[src/rtl/byte_stream_pkg.sv]
// rtl/byte_stream_pkg.sv - shared types, occupancy states and pointer-width helper for the byte FIFO
package byte_stream_pkg;

    typedef logic [7:0] byte_t;

    typedef enum logic [1:0] {
        OCC_EMPTY,
        OCC_PARTIAL,
        OCC_FULL
    } occ_t;

    localparam int DEFAULT_DEPTH = 4;

    // One extra MSB lets equal indices be told apart as full versus empty.
    function automatic int ptr_w(input int depth);
        return $clog2(depth) + 1;
    endfunction

endpackage

[src/rtl/fifo_wrap_ptr.sv]
// rtl/fifo_wrap_ptr.sv - wrapping FIFO pointer counting modulo 2*DEPTH
module fifo_wrap_ptr
    import byte_stream_pkg::*;
#(
    parameter int DEPTH = DEFAULT_DEPTH
) (
    input  logic                      clk,
    input  logic                      rst,
    input  logic                      clear,
    input  logic                      inc,
    output logic [ptr_w(DEPTH)-1:0]   ptr
);

    localparam int PW = ptr_w(DEPTH);

    always_ff @(posedge clk or posedge rst) begin
        if (rst) begin
            ptr <= '0;
        end else if (clear) begin
            ptr <= '0;
        end else if (inc) begin
            ptr <= ptr + PW'(1);
        end
    end

endmodule

[src/rtl/byte_stream_fifo.sv]
// rtl/byte_stream_fifo.sv - valid/ready byte FIFO with occupancy count and synchronous flush
module byte_stream_fifo
    import byte_stream_pkg::*;
#(
    parameter int    DEPTH   = DEFAULT_DEPTH,
    parameter byte_t RST_VAL = 8'h00
) (
    input  logic                       clk,
    input  logic                       rst,
    input  logic                       flush,
    input  logic                       in_valid,
    input  byte_t                      in_data,
    output logic                       in_ready,
    output logic                       out_valid,
    output byte_t                      out_data,
    input  logic                       out_ready,
    output logic [$clog2(DEPTH+1)-1:0] count
);

    localparam int ADDR_W = $clog2(DEPTH);
    localparam int PW     = ptr_w(DEPTH);
    localparam int CW     = $clog2(DEPTH + 1);

    if (DEPTH < 2 || (DEPTH & (DEPTH - 1)) != 0) begin : g_depth_check
        $error("byte_stream_fifo: DEPTH must be a power of two and at least 2");
    end
    if ($bits(byte_t) != 8) begin : g_width_check
        $error("byte_stream_fifo: byte_t must be 8 bits wide");
    end

    logic [PW-1:0]     wr_ptr;
    logic [PW-1:0]     rd_ptr;
    logic [PW-1:0]     occ_cnt;
    logic [ADDR_W-1:0] wr_idx;
    logic [ADDR_W-1:0] rd_idx;
    logic              ptr_full;
    logic              ptr_empty;
    logic              push;
    logic              pop;
    occ_t              occ;
    byte_t             rd_view [DEPTH];

    assign wr_idx    = wr_ptr[ADDR_W-1:0];
    assign rd_idx    = rd_ptr[ADDR_W-1:0];
    assign ptr_full  = (wr_ptr[PW-1] != rd_ptr[PW-1]) && (wr_idx == rd_idx);
    assign ptr_empty = (wr_ptr == rd_ptr);

    always_comb begin
        occ = OCC_PARTIAL;
        if (ptr_empty) begin
            occ = OCC_EMPTY;
        end else if (ptr_full) begin
            occ = OCC_FULL;
        end
    end

    // No write-through: a full FIFO refuses input even when the head is popped this cycle.
    assign in_ready  = (occ != OCC_FULL) & ~rst;
    assign out_valid = (occ != OCC_EMPTY);
    assign push      = in_valid & in_ready;
    assign pop       = out_valid & out_ready;

    assign occ_cnt = wr_ptr - rd_ptr;
    assign count   = CW'(occ_cnt);

    fifo_wrap_ptr #(.DEPTH(DEPTH)) u_wr_ptr (
        .clk   (clk),
        .rst   (rst),
        .clear (flush),
        .inc   (push & ~flush),
        .ptr   (wr_ptr)
    );

    fifo_wrap_ptr #(.DEPTH(DEPTH)) u_rd_ptr (
        .clk   (clk),
        .rst   (rst),
        .clear (flush),
        .inc   (pop & ~flush),
        .ptr   (rd_ptr)
    );

    // Storage needs no reset: an entry is only ever read after it has been written.
    for (genvar i = 0; i < DEPTH; i++) begin : blk
        byte_t q;
        always_ff @(posedge clk) begin
            if (push && (wr_idx == ADDR_W'(i))) begin
                q <= in_data;
            end
        end
        assign rd_view[i] = q;
    end

    assign out_data = out_valid ? rd_view[rd_idx] : RST_VAL;

endmodule

[config.mk]
export PLATFORM = sky130hd
export DESIGN_NAME = byte_stream_fifo
export DESIGN_NICKNAME = d
export VERILOG_FILES = /design/src/rtl/byte_stream_pkg.sv /design/src/rtl/fifo_wrap_ptr.sv /design/src/rtl/byte_stream_fifo.sv
export SDC_FILE = /design/constraint.sdc
export NUM_CORES = 1
export LEC_CHECK = 0
export CAP_MARGIN = 20
export CORE_ASPECT_RATIO = 0.8
export CORE_MARGIN = 8
export CORE_UTILIZATION = 41
export CTS_CLUSTER_SIZE = 40
export DETAILED_ROUTE_END_ITERATION = 6
export GPL_TIMING_DRIVEN = 1
export PLACE_DENSITY = 0.63
export SYNTH_ARGS = -nofsm -noshare
export SYNTH_HDL_FRONTEND = slang
export SYNTH_SLANG_ARGS = --single-unit
export TNS_END_PERCENT = 100
[constraint.sdc]
create_clock -name clk -period 4.57 [get_ports clk]
set_clock_uncertainty 0.2 [all_clocks]
set_input_delay 1.1425 -clock clk [delete_from_list [all_inputs] [get_ports clk]]
set_output_delay 1.1425 -clock clk [all_outputs]
set_load 0.05 [all_outputs]
==> results.md, run 1 <==
* All-Layer GR Usage at 10.90%
* Post-DRT Antenna Nets at 0
* Min Tclk post-route at 4.096 ns
* Number of synthesized register bits at 38
* Final instance area at 2173 um^2
* Post_cts resized at 0
* Initial antenna violation count at 0
* Crit end category: output pin
* Lkg Pwr at 0.0007871 uW
* Worst Path Required at 3.23 ns
* Unrepaired setup endpoints after global routing: no
* HP Start: u_wr_ptr.ptr[1]
* Die Area at 6599 um^2
* Worst Path Arrival at 2.75 ns
* Starting Density at 42.19%
* Share of Yosys cell area claimed by the top area cell type at 55.21%
* CTS Sinks at 38
* Core Area at 4125 um^2
* Setup violators final at 0
* Worst-margin pin slew at 0.9451 ns
* Clk Latency, worst-skew pair at 0.28 ns
* Rows at 21
* Total power per unit cell area at 429.2 nW/um^2
* FF-to-FF path depth at 5
* Drt first-iter violations at 50
* Reg-to-Reg End: u_wr_ptr.ptr[2]
* Worst vdd ir at 229.8 uV
* Hold path cells at 2
* Relative slew margins at 36.88%
* CTS Root Cell: clkbuf_8
* Seq/Total Area, Yosys at 63.84%
* Number of global-route vias before repair at 1,022
* Max Cap Viol at 0
* Via density at 4.848
* Syn Nets at 129
* IO Pins at 26
* Setup_tns at 0 ns
* First-pass GRT wire length at 5064 um
* CP max FO at 11
* # Post-CTS Setup Buffers at 0
* Port Buffers at 25
* Top post-synthesis cells by area: edfxtp_1 55%, mux4_2 10%, dfrtp_1 8.6%
* Num CTS Buffers at 5
* Crit Path Category: flip-flop to output pin
* Upper clock frequency limit at 244.1 MHz
* Tcrit/Tclk final at 89.63%
* Share of cells above drive strength 1 at 17.14%
* Crit path launch type: flip-flop
* Hold crit path type: flip-flop to flip-flop
* Placed inst area at 2064 um^2
* Yosys top cell by area: edfxtp_1
* Synth unique cells at 27
* Yosys warning count at 0
* Die Ht at 74.28 um
* Largest net degree at the start of global routing at 13
* Ant diodes at 0
* Grt total ovfl at 0
* Outcome: finished, final reports clean
* Max Slew Vio Count at 0
* CTS tree: built
* Initial DRT Pass Iterations at 4
* Max clock buf depth at 2
* Synth Area per Inst at 16.11 um^2
* Hold_buf cts at 0
* Vias at 955
* Utilization after layout at 52.68%
* # DRC at 0
* Die span in x at 88.85 um
* Wire per inst at 15.83 um
* Routed WL at 3118 um
* Gp weighted congestion at 0.7873
* H-tree depth at 2
* Layout Nets at 160
* Final Hold Vio Count at 0
* R2r setup slk at 1.74 ns
* Hold endpoint: u_wr_ptr.ptr[1]
* Mapped Cells at 108
* Area growth from synthesis to layout at 24.87%
* Post-Syn Area at 1740 um^2
* R2R Path Start: u_rd_ptr.ptr[1]
* Worst-path clk slew at 0.07 ns
* Dpl hpwl at 2236 um
## cell type report
class                   count  area, um^2
well taps                  57       71.32
clock buffers               5       68.82
clock inverters             3       40.04
repair buffers             27       265.3
inverters                  11       41.29
flip-flops and latches     38        1111
multi-input cells          56       575.6
fillers                   377        1952
## cells in the mapped netlist
master and count:
a211oi_2 1, a21oi_1 2, a21oi_2 1, and2_1 4
and2b_1 2, buf_2 1, clkbuf_1 2, dfrtp_1 6
edfxtp_1 32, fa_1 1, ha_1 7, inv_1 11
mux2_2 1, mux2_4 2, mux2i_1 1, mux4_2 8
nand2_1 3, nand2b_1 1, nand4_1 1, nor2_1 5
nor2b_1 8, o2111ai_1 1, o211ai_1 2, o31ai_1 1
or4_1 1, xnor2_1 2, xor2_2 1
## routing by layer
layer | vias to the layer above | routed length [um] | GRT usage [%] | share of wire, %
li1 | 458 | - | - | -
met1 | 470 | 1369 | 12.54 | 44
met2 | 23 | 1475 | 16.83 | 47
met3 | 4 | 221 | 4.857 | 7.1
met4 | 0 | 52 | 5.607 | 1.7
met5 | - | 0 | 0 | 0
## cells by family (layout without fill, tap and decap cells)
| family | after synthesis | count (layout) | synth area share (%) |
|---|---|---|---|
| muxes | 12 | 12 | 13.30 |
| and+or+nand+nor | 25 | 25 | 8.052 |
| buffers and inverters | 14 | 46 | 3.091 |
| xor gates and xnor gates | 3 | 3 | 1.941 |
| adders and majority gates | 8 | 8 | 6.182 |
| DFF | 38 | 38 | 63.84 |
| AOI/OAI and AO/OA | 8 | 8 | 3.595 |
## registers in the layout, indices dropped and copies added, names as in the netlist
register      flops
u_wr_ptr.ptr      3
u_rd_ptr.ptr      3
blk.q            32
## per-stage QoR
| step | total power, uW | hold slack [ns] | cells | setup slack [ns] |
|---|---|---|---|---|
| final | 932.8 | 0.4023 | 197 | 0.4739 |
| after floorplan | 576.3 | 0.3583 | 108 | 1.134 |
| after global placement | 666.8 | 0.3934 | 189 | 0.7194 |
| after global routing | 978.5 | 0.4554 | 197 | 0.2615 |
| after detailed placement | 670.5 | 0.4001 | 189 | 0.7133 |
| after CTS | 944.9 | 0.4096 | 197 | 0.3844 |
## layout by cell type, fill, tap and decap left out, types with 2 or more instances in the layout
| cell type | count |
|---|---|
| buf_4 | 2 |
| inv_1 | 11 |
| clkinv_2 | 2 |
| nand2_1 | 3 |
| edfxtp_1 | 32 |
| mux2_4 | 2 |
| clkbuf_8 | 5 |
| mux4_2 | 8 |
| nor2b_1 | 8 |
| nor2_1 | 5 |
| and2_1 | 4 |
| xnor2_1 | 2 |
| o211ai_1 | 2 |
| and2b_1 | 2 |
| clkdlybuf4s50_1 | 25 |
| ha_1 | 7 |
| a21oi_1 | 2 |
| dfrtp_1 | 6 |
## worst max-delay path, stage by stage (launching register included)
cell	delay, ns
dfrtp_1	0.65
inv_1	0.12
ha_1	0.34
nand2_1	0.10
nor2_1	0.07
buf_4	0.19
nor2b_1	0.16
clkdlybuf4s50_1	0.84
## worst max path at each step
stage,cells past startpoint,slack [ns],to,from
6_report,7,0.47,out_data[6],u_rd_ptr.ptr[1]
5_1_grt,7,0.26,out_data[6],u_rd_ptr.ptr[1]
4_1_cts,7,0.38,out_data[6],u_rd_ptr.ptr[1]
3_3_place_gp,3,0.72,in_ready,rst
2_1_floorplan,5,1.13,in_ready,u_rd_ptr.ptr[1]
3_5_place_dp,3,0.71,in_ready,rst
## power by group
| group | total (uW) | switching [uW] | leakage [uW] | internal, uW |
|---|---|---|---|---|
| clock network | 274 | 114 | 0.0000579 | 161 |
| registers | 392 | 5.79 | 0.000373 | 386 |
| logic | 267 | 165 | 0.000356 | 102 |
| total | 933 | 284 | 0.000787 | 649 |
Note: power is estimated with default switching activity, not from simulation.
==> inputs of run 2 (changes only) <==
- HOLD_SLACK_MARGIN: default -> 0.03
- PLACE_DENSITY: 0.63 -> 0.72
==> run 2 against run 1 <==
Register-to-register slack improved by 0.03 ns. Final cell count unchanged. Via count grew 3.1%. First-iteration DRC count up 36%. Routed wire length increased by 2.6%. Worst setup slack improved by 0.097 ns. Clock power is 22% lower. Sequential share of layout area up 0.66 points. Sequential cell count is the same. Critical path depth did not move.
==> results.md, run 2 (synthesis gave the netlist of run 1 again) <==
* Outcome: finished, final reports clean (unchanged)
* Hold_buf cts at 0 (unchanged)
* Unrepaired setup endpoints after global routing: no (unchanged)
* Worst-path clk slew at 0.07 ns (about the same)
* Rows at 21 (unchanged)
* Hold slack at 0.4132 ns (was 0.4023 ns)
* Lkg Pwr at 0.0007718 uW (was 0.0007871 uW)
* R2r setup slk at 1.77 ns (was 1.74 ns)
* FF-to-FF path depth at 5 (unchanged)
* Post-Place Setup Slack at 0.7087 ns (was 0.7133 ns)
* Worst-margin pin slew at 0.9747 ns (was 0.9451 ns)
* Largest Register: blk.q (unchanged)
* Die Ht at 74.28 um (unchanged)
* Starting Density at 42.19% (unchanged)
* Gp weighted congestion at 0.8312 (was 0.7873)
* First-pass GRT wire length at 5119 um (was 5064 um)
* CP max FO at 11 (unchanged)
* Setup_tns at 0 ns (unchanged)
* Sw frac at 31.93% (was 30.47%)
* Number of global-route vias before repair at 1,054 (was 1,022)
* Pwr Total at 871.6 uW (was 932.8 uW)
* Final worst slack at 0.5709 ns (was 0.4739 ns)
* Crit end category: output pin (unchanged)
* Worst Path Required at 3.23 ns (about the same)
* All-Layer GR Usage at 10.77% (was 10.90%)
* Hold crit path type: flip-flop to flip-flop (unchanged)
* Post_cts resized at 0 (unchanged)
* Grt total ovfl at 0 (unchanged)
* Reg-to-Reg End: u_wr_ptr.ptr[2] (unchanged)
* Max clock buf depth at 2 (unchanged)
* Port Buffers at 25 (unchanged)
* Vias at 985 (was 955)
* Via density at 5.000 (was 4.848)
* Die Area at 6599 um^2 (unchanged)
* Area growth from synthesis to layout at 23.29% (was 24.87%)
* Commonest non-fill, non-tap cell in the layout: edfxtp_1 (unchanged)
* Most frequent cells in the layout: 32 x edfxtp_1, 25 x clkdlybuf4s50_1, 11 x inv_1, 8 x nor2b_1, 8 x mux4_2 (unchanged)
* Min Tclk post-route at 3.999 ns (was 4.096 ns)
* Final Hold Vio Count at 0 (unchanged)
* Ant diodes at 0 (unchanged)
* Upper clock frequency limit at 250.1 MHz (was 244.1 MHz)
* Largest net degree at the start of global routing at 12 (was 13)
* Clk Latency, worst-skew pair at 0.28 ns (about the same)
* Drt first-iter violations at 68 (was 50)
* Layout Nets at 160 (unchanged)
* Wire per inst at 16.24 um (was 15.83 um)
* Worst Path Arrival at 2.66 ns (was 2.75 ns)
* Max Slew Vio Count at 0 (unchanged)
* CTS tree: built (unchanged)
* H-tree depth at 2 (unchanged)
* Relative slew margins at 34.90% (was 36.88%)
* # Post-CTS Setup Buffers at 0 (unchanged)
* CTS Root Cell: clkbuf_8 (unchanged)
* Initial antenna violation count at 0 (unchanged)
* CTS Sinks at 38 (unchanged)
* Switching power at 278.3 uW (was 284.2 uW)
* Setup violators final at 0 (unchanged)
* Crit path capture: out_data[1] (was out_data[6])
* Reg power frac at 45.0% (was 42.0%)
* Num CTS Buffers at 5 (unchanged)
* Initial DRT Pass Iterations at 4 (unchanged)
* Die span in x at 88.85 um (unchanged)
* IO Pins at 26 (unchanged)
* # DRC at 0 (unchanged)
* Max Cap Viol at 0 (unchanged)
* Post-DRT Antenna Nets at 0 (unchanged)
* Max reg flops at 32 (unchanged)
* CP startpoint: u_rd_ptr.ptr[1] (unchanged)
* Gate power share at 30.5% (was 28.6%)
* Part of the power in the clock network at 24.5% (was 29.4%)
* R2R Path Start: u_rd_ptr.ptr[1] (unchanged)
* Dpl hpwl at 2318 um (was 2236 um)
* Crit Path Category: flip-flop to output pin (unchanged)
* Worst vdd ir at 148.9 uV (was 229.8 uV)
* Cell Int Power at 593.3 uW (was 648.6 uW)
* Core Area at 4125 um^2 (unchanged)
* Total power per unit cell area at 406.2 nW/um^2 (was 429.2 nW/um^2)
* Routed WL at 3200 um (was 3118 um)
* Filler cell count at 353 (was 377)
* Biggest regs: blk.q x32, u_rd_ptr.ptr x3, u_wr_ptr.ptr x3 (unchanged)
* Crit path launch type: flip-flop (unchanged)
* Share of cells above drive strength 1 at 15.71% (was 17.14%)
* Tcrit/Tclk final at 87.51% (was 89.63%)
==> run 2: cell type report <==
| cell class | instances | area (um^2) | area share [%] |
|---|---|---|---|
| Sequential cell | 38 | 1111 | 51.78 |
| Multi-Input combinational cell | 56 | 575.6 | 26.82 |
| Timing Repair Buffer | 27 | 265.3 | 12.36 |
| Clock buffer | 6 | 72.57 | 3.382 |
| Tap cell | 57 | 71.32 | 3.324 |
| Inverter | 11 | 41.29 | 1.924 |
| Clock inverter | 2 | 8.758 | 0.4082 |
==> run 2: per-stage QoR <==
stage	instance area (um^2)	cells	util, %
final	2146	197	52.02
after global routing	2146	197	52.02
after CTS	2146	197	52.02
after detailed placement	2064	189	50.05
after global placement	2064	189	50.05
after floorplan	1740	108	-
==> run 2: layer usage <==
| layer | share of wire [%] | global-route usage (%) |
|---|---|---|
| met5 | 0 | 0 |
| met4 | 2.5 | 6.355 |
| met3 | 6.7 | 3.091 |
| met2 | 51 | 17.57 |
| met1 | 40 | 12.36 |
==> run 2: worst min path at each step <==
stage	startpoint	endpoint	slack (ns)	cells after the start
5_1_grt	u_wr_ptr.ptr[1]	u_wr_ptr.ptr[1]	0.46	2
3_3_place_gp	u_wr_ptr.ptr[1]	u_wr_ptr.ptr[1]	0.40	2
2_1_floorplan	u_wr_ptr.ptr[1]	u_wr_ptr.ptr[1]	0.36	2
6_report	u_wr_ptr.ptr[1]	u_wr_ptr.ptr[1]	0.41	2
3_5_place_dp	u_wr_ptr.ptr[1]	u_wr_ptr.ptr[1]	0.41	2
4_1_cts	u_wr_ptr.ptr[1]	u_wr_ptr.ptr[1]	0.43	2
==> run 2: worst max-delay path, stage by stage, from the launching register on <==
cell and delay [ns]:
dfrtp_1 0.63, inv_1 0.12, ha_1 0.32, nand2_1 0.09
nor2_1 0.04, buf_4 0.19, and2b_1 0.20, clkdlybuf4s50_1 0.79
==> run 2: power groups by stage <==
stage / Combinational, uW / Sequential [uW] / Clock [uW]
floorplan: 179 / 397 / 0
global placement: 266 / 399 / 0
detailed placement: 270 / 400 / 0
CTS: 270 / 392 / 217
global route: 283 / 393 / 233
finish: 266 / 392 / 213
==> inputs of run 3 (changes only) <==
- SETUP_SLACK_MARGIN: default -> 0.4
==> run 3 against run 2 <==
Die area did not move. Fmax is 3.7% higher. Final area is essentially flat. Register-to-register slack improved by 0.14 ns. Clock power is essentially flat. Global-route usage stayed put. Largest power group unchanged. Core utilization about the same. Count of clock-buffer cells in the layout unchanged. Non-clock buffer count is the same. First-iteration DRC count stayed put. Sequential power barely moved. Highest routed layer unchanged. Power about the same.
==> results.md, run 3 (synthesis gave the netlist of run 1 again) <==
* Via density at 5.000 (unchanged)
* Unrepaired setup endpoints after global routing: no (unchanged)
* Layout Nets at 160 (unchanged)
* Die Area at 6599 um^2 (unchanged)
* Cell Int Power at 593.3 uW (about the same)
* Wire per inst at 16.24 um (unchanged)
* Final Hold Vio Count at 0 (unchanged)
* Max clock buf depth at 2 (unchanged)
* Worst Path Required at 3.23 ns (about the same)
* # DRC at 0 (unchanged)
* Filler cell count at 352 (was 353)
* Slowest stage cell, crit path: clkdlybuf4s50_1 (unchanged)
* Hold slack at 0.4132 ns (unchanged)
* Hold crit path type: flip-flop to flip-flop (unchanged)
* Vias at 985 (unchanged)
* Rows at 21 (unchanged)
* Lkg Pwr at 0.0007702 uW (was 0.0007718 uW)
* H-tree depth at 2 (unchanged)
* Largest Register: blk.q (unchanged)
* CTS Sinks at 38 (unchanged)
* Worst vdd ir at 148.9 uV (about the same)
* CTS Root Cell: clkbuf_8 (unchanged)
* Starting Density at 42.19% (unchanged)
* CTS tree: built (unchanged)
* IO Pins at 26 (unchanged)
* Upper clock frequency limit at 259.4 MHz (was 250.1 MHz)
* Initial DRT Pass Iterations at 4 (unchanged)
* Crit path launch type: flip-flop (unchanged)
* Area of the multi-input gates at 575.6 um^2 (unchanged)
* Gp weighted congestion at 0.8312 (unchanged)
* Core Area at 4125 um^2 (unchanged)
* Routed WL at 3200 um (unchanged)
* Worst-path clk slew at 0.07 ns (about the same)
* Relative slew margins at 34.90% (unchanged)
* First-pass GRT wire length at 5119 um (unchanged)
* Hold_buf cts at 0 (unchanged)
* Worst Path Arrival at 2.51 ns (was 2.66 ns)
* Crit Path Category: flip-flop to output pin (unchanged)
* Dpl hpwl at 2318 um (unchanged)
* Worst path max stage delay at 0.79 ns (about the same)
* Total power per unit cell area at 406.0 nW/um^2 (was 406.2 nW/um^2)
* Commonest non-fill, non-tap cell in the layout: edfxtp_1 (unchanged)
* Biggest regs: blk.q x32, u_rd_ptr.ptr x3, u_wr_ptr.ptr x3 (unchanged)
* Tcrit/Tclk final at 84.35% (was 87.51%)
* Max reg flops at 32 (unchanged)
* Grt total ovfl at 0 (unchanged)
* Critical-path cell list: inv_1 -> ha_1 -> nand2_1 -> nor2_1 -> buf_4 -> and2b_1 -> clkdlybuf4s50_1 (unchanged)
* All-Layer GR Usage at 10.77% (unchanged)
* Die span in x at 88.85 um (unchanged)
* Largest net degree at the start of global routing at 12 (unchanged)
* Max Cap Viol at 0 (unchanged)
* Setup violators final at 0 (unchanged)
* Drt first-iter violations at 68 (unchanged)
* Setup_tns at 0 ns (unchanged)
* Crit end category: output pin (unchanged)
* Worst-margin pin slew at 0.9747 ns (unchanged)
* Share of cells above drive strength 1 at 16.43% (was 15.71%)
* Initial antenna violation count at 0 (unchanged)
* Area growth from synthesis to layout at 23.36% (was 23.29%)
* CP max FO at 11 (unchanged)
* Ant diodes at 0 (unchanged)
* Number of global-route vias before repair at 1,054 (unchanged)
* Clk Latency, worst-skew pair at 0.28 ns (about the same)
* Register area at 1112 um^2 (was 1111 um^2)
* Switching power at 278.3 uW (about the same)
* Min Tclk post-route at 3.855 ns (was 3.999 ns)
* Sw frac at 31.93% (about the same)
* Most frequent cells in the layout: 32 x edfxtp_1, 25 x clkdlybuf4s50_1, 11 x inv_1, 8 x nor2b_1, 8 x mux4_2 (unchanged)
* # Post-CTS Setup Buffers at 0 (unchanged)
* Gate power share at 30.5% (about the same)
* Part of the power in the clock network at 24.5% (about the same)
* Num CTS Buffers at 5 (unchanged)
* Reg power frac at 45.0% (about the same)
* Port Buffers at 25 (unchanged)
* Post_cts resized at 0 (unchanged)
* Die Ht at 74.28 um (unchanged)
* Max Slew Vio Count at 0 (unchanged)
* Outcome: finished, final reports clean (unchanged)
* Post-DRT Antenna Nets at 0 (unchanged)
## run 3: cell counts in the layout (fill, tap and decap cells not counted)
Identical to the previous run, type by type.
## run 3: final timing paths
path / from / end / slack, ns / cells after the start
setup / recovery: u_rd_ptr.ptr[1] / out_data[1] / 0.72 / 7
hold / removal: u_wr_ptr.ptr[1] / u_wr_ptr.ptr[1] / 0.41 / 2
setup reg to reg: u_rd_ptr.ptr[1] / u_wr_ptr.ptr[2] / 1.91 / 5
hold reg to reg: u_wr_ptr.ptr[1] / u_wr_ptr.ptr[1] / 0.41 / 2
max in group asynchronous: rst / u_rd_ptr.ptr[1] / 3.02 / 2
min in group asynchronous: rst / u_wr_ptr.ptr[1] / 0.92 / 2
## run 3: critical path: cells and delay by family (launching register included)
kind / cells / cell delay [ns]
buffers and inverters: 3 / 1.08
DFF: 1 / 0.52
and+or+nand+nor: 3 / 0.33
adders and majority gates: 1 / 0.31
## run 3: layout make-up
type | instances | share of cell area, %
multi-input combinational | 56 | 26.81
clock inverter | 2 | 0.4079
clock buffer | 6 | 3.380
timing repair buffer | 27 | 12.35
tap | 57 | 3.322
sequential | 38 | 51.81
inverter | 11 | 1.923
## run 3: metrics by stage
step	area (um^2)	setup slack, ns	instances	power [uW]	utilization (%)
floorplan	1740	1.134	108	576.3	-
global route	2147	0.5725	197	909.7	52.05
global placement	2064	0.7204	189	665.4	50.05
detailed placement	2064	0.7087	189	670.0	50.05
finish	2147	0.7151	197	871.7	52.05
CTS	2146	0.5151	197	880.4	52.02
## run 3: metal layers
metal	GRT usage (%)	vias up	wire, um
met3	3.091	7	215
met1	12.36	490	1265
li1	-	460	-
met2	17.57	28	1640
met5	0	-	0
met4	6.355	0	79
## run 3: power groups by stage
stage	Combinational (uW)	Clock (uW)	Sequential, uW
detailed placement	270	0	400
finish	266	213	392
CTS	270	217	392
global route	283	233	393
floorplan	179	0	397
global placement	266	0	399
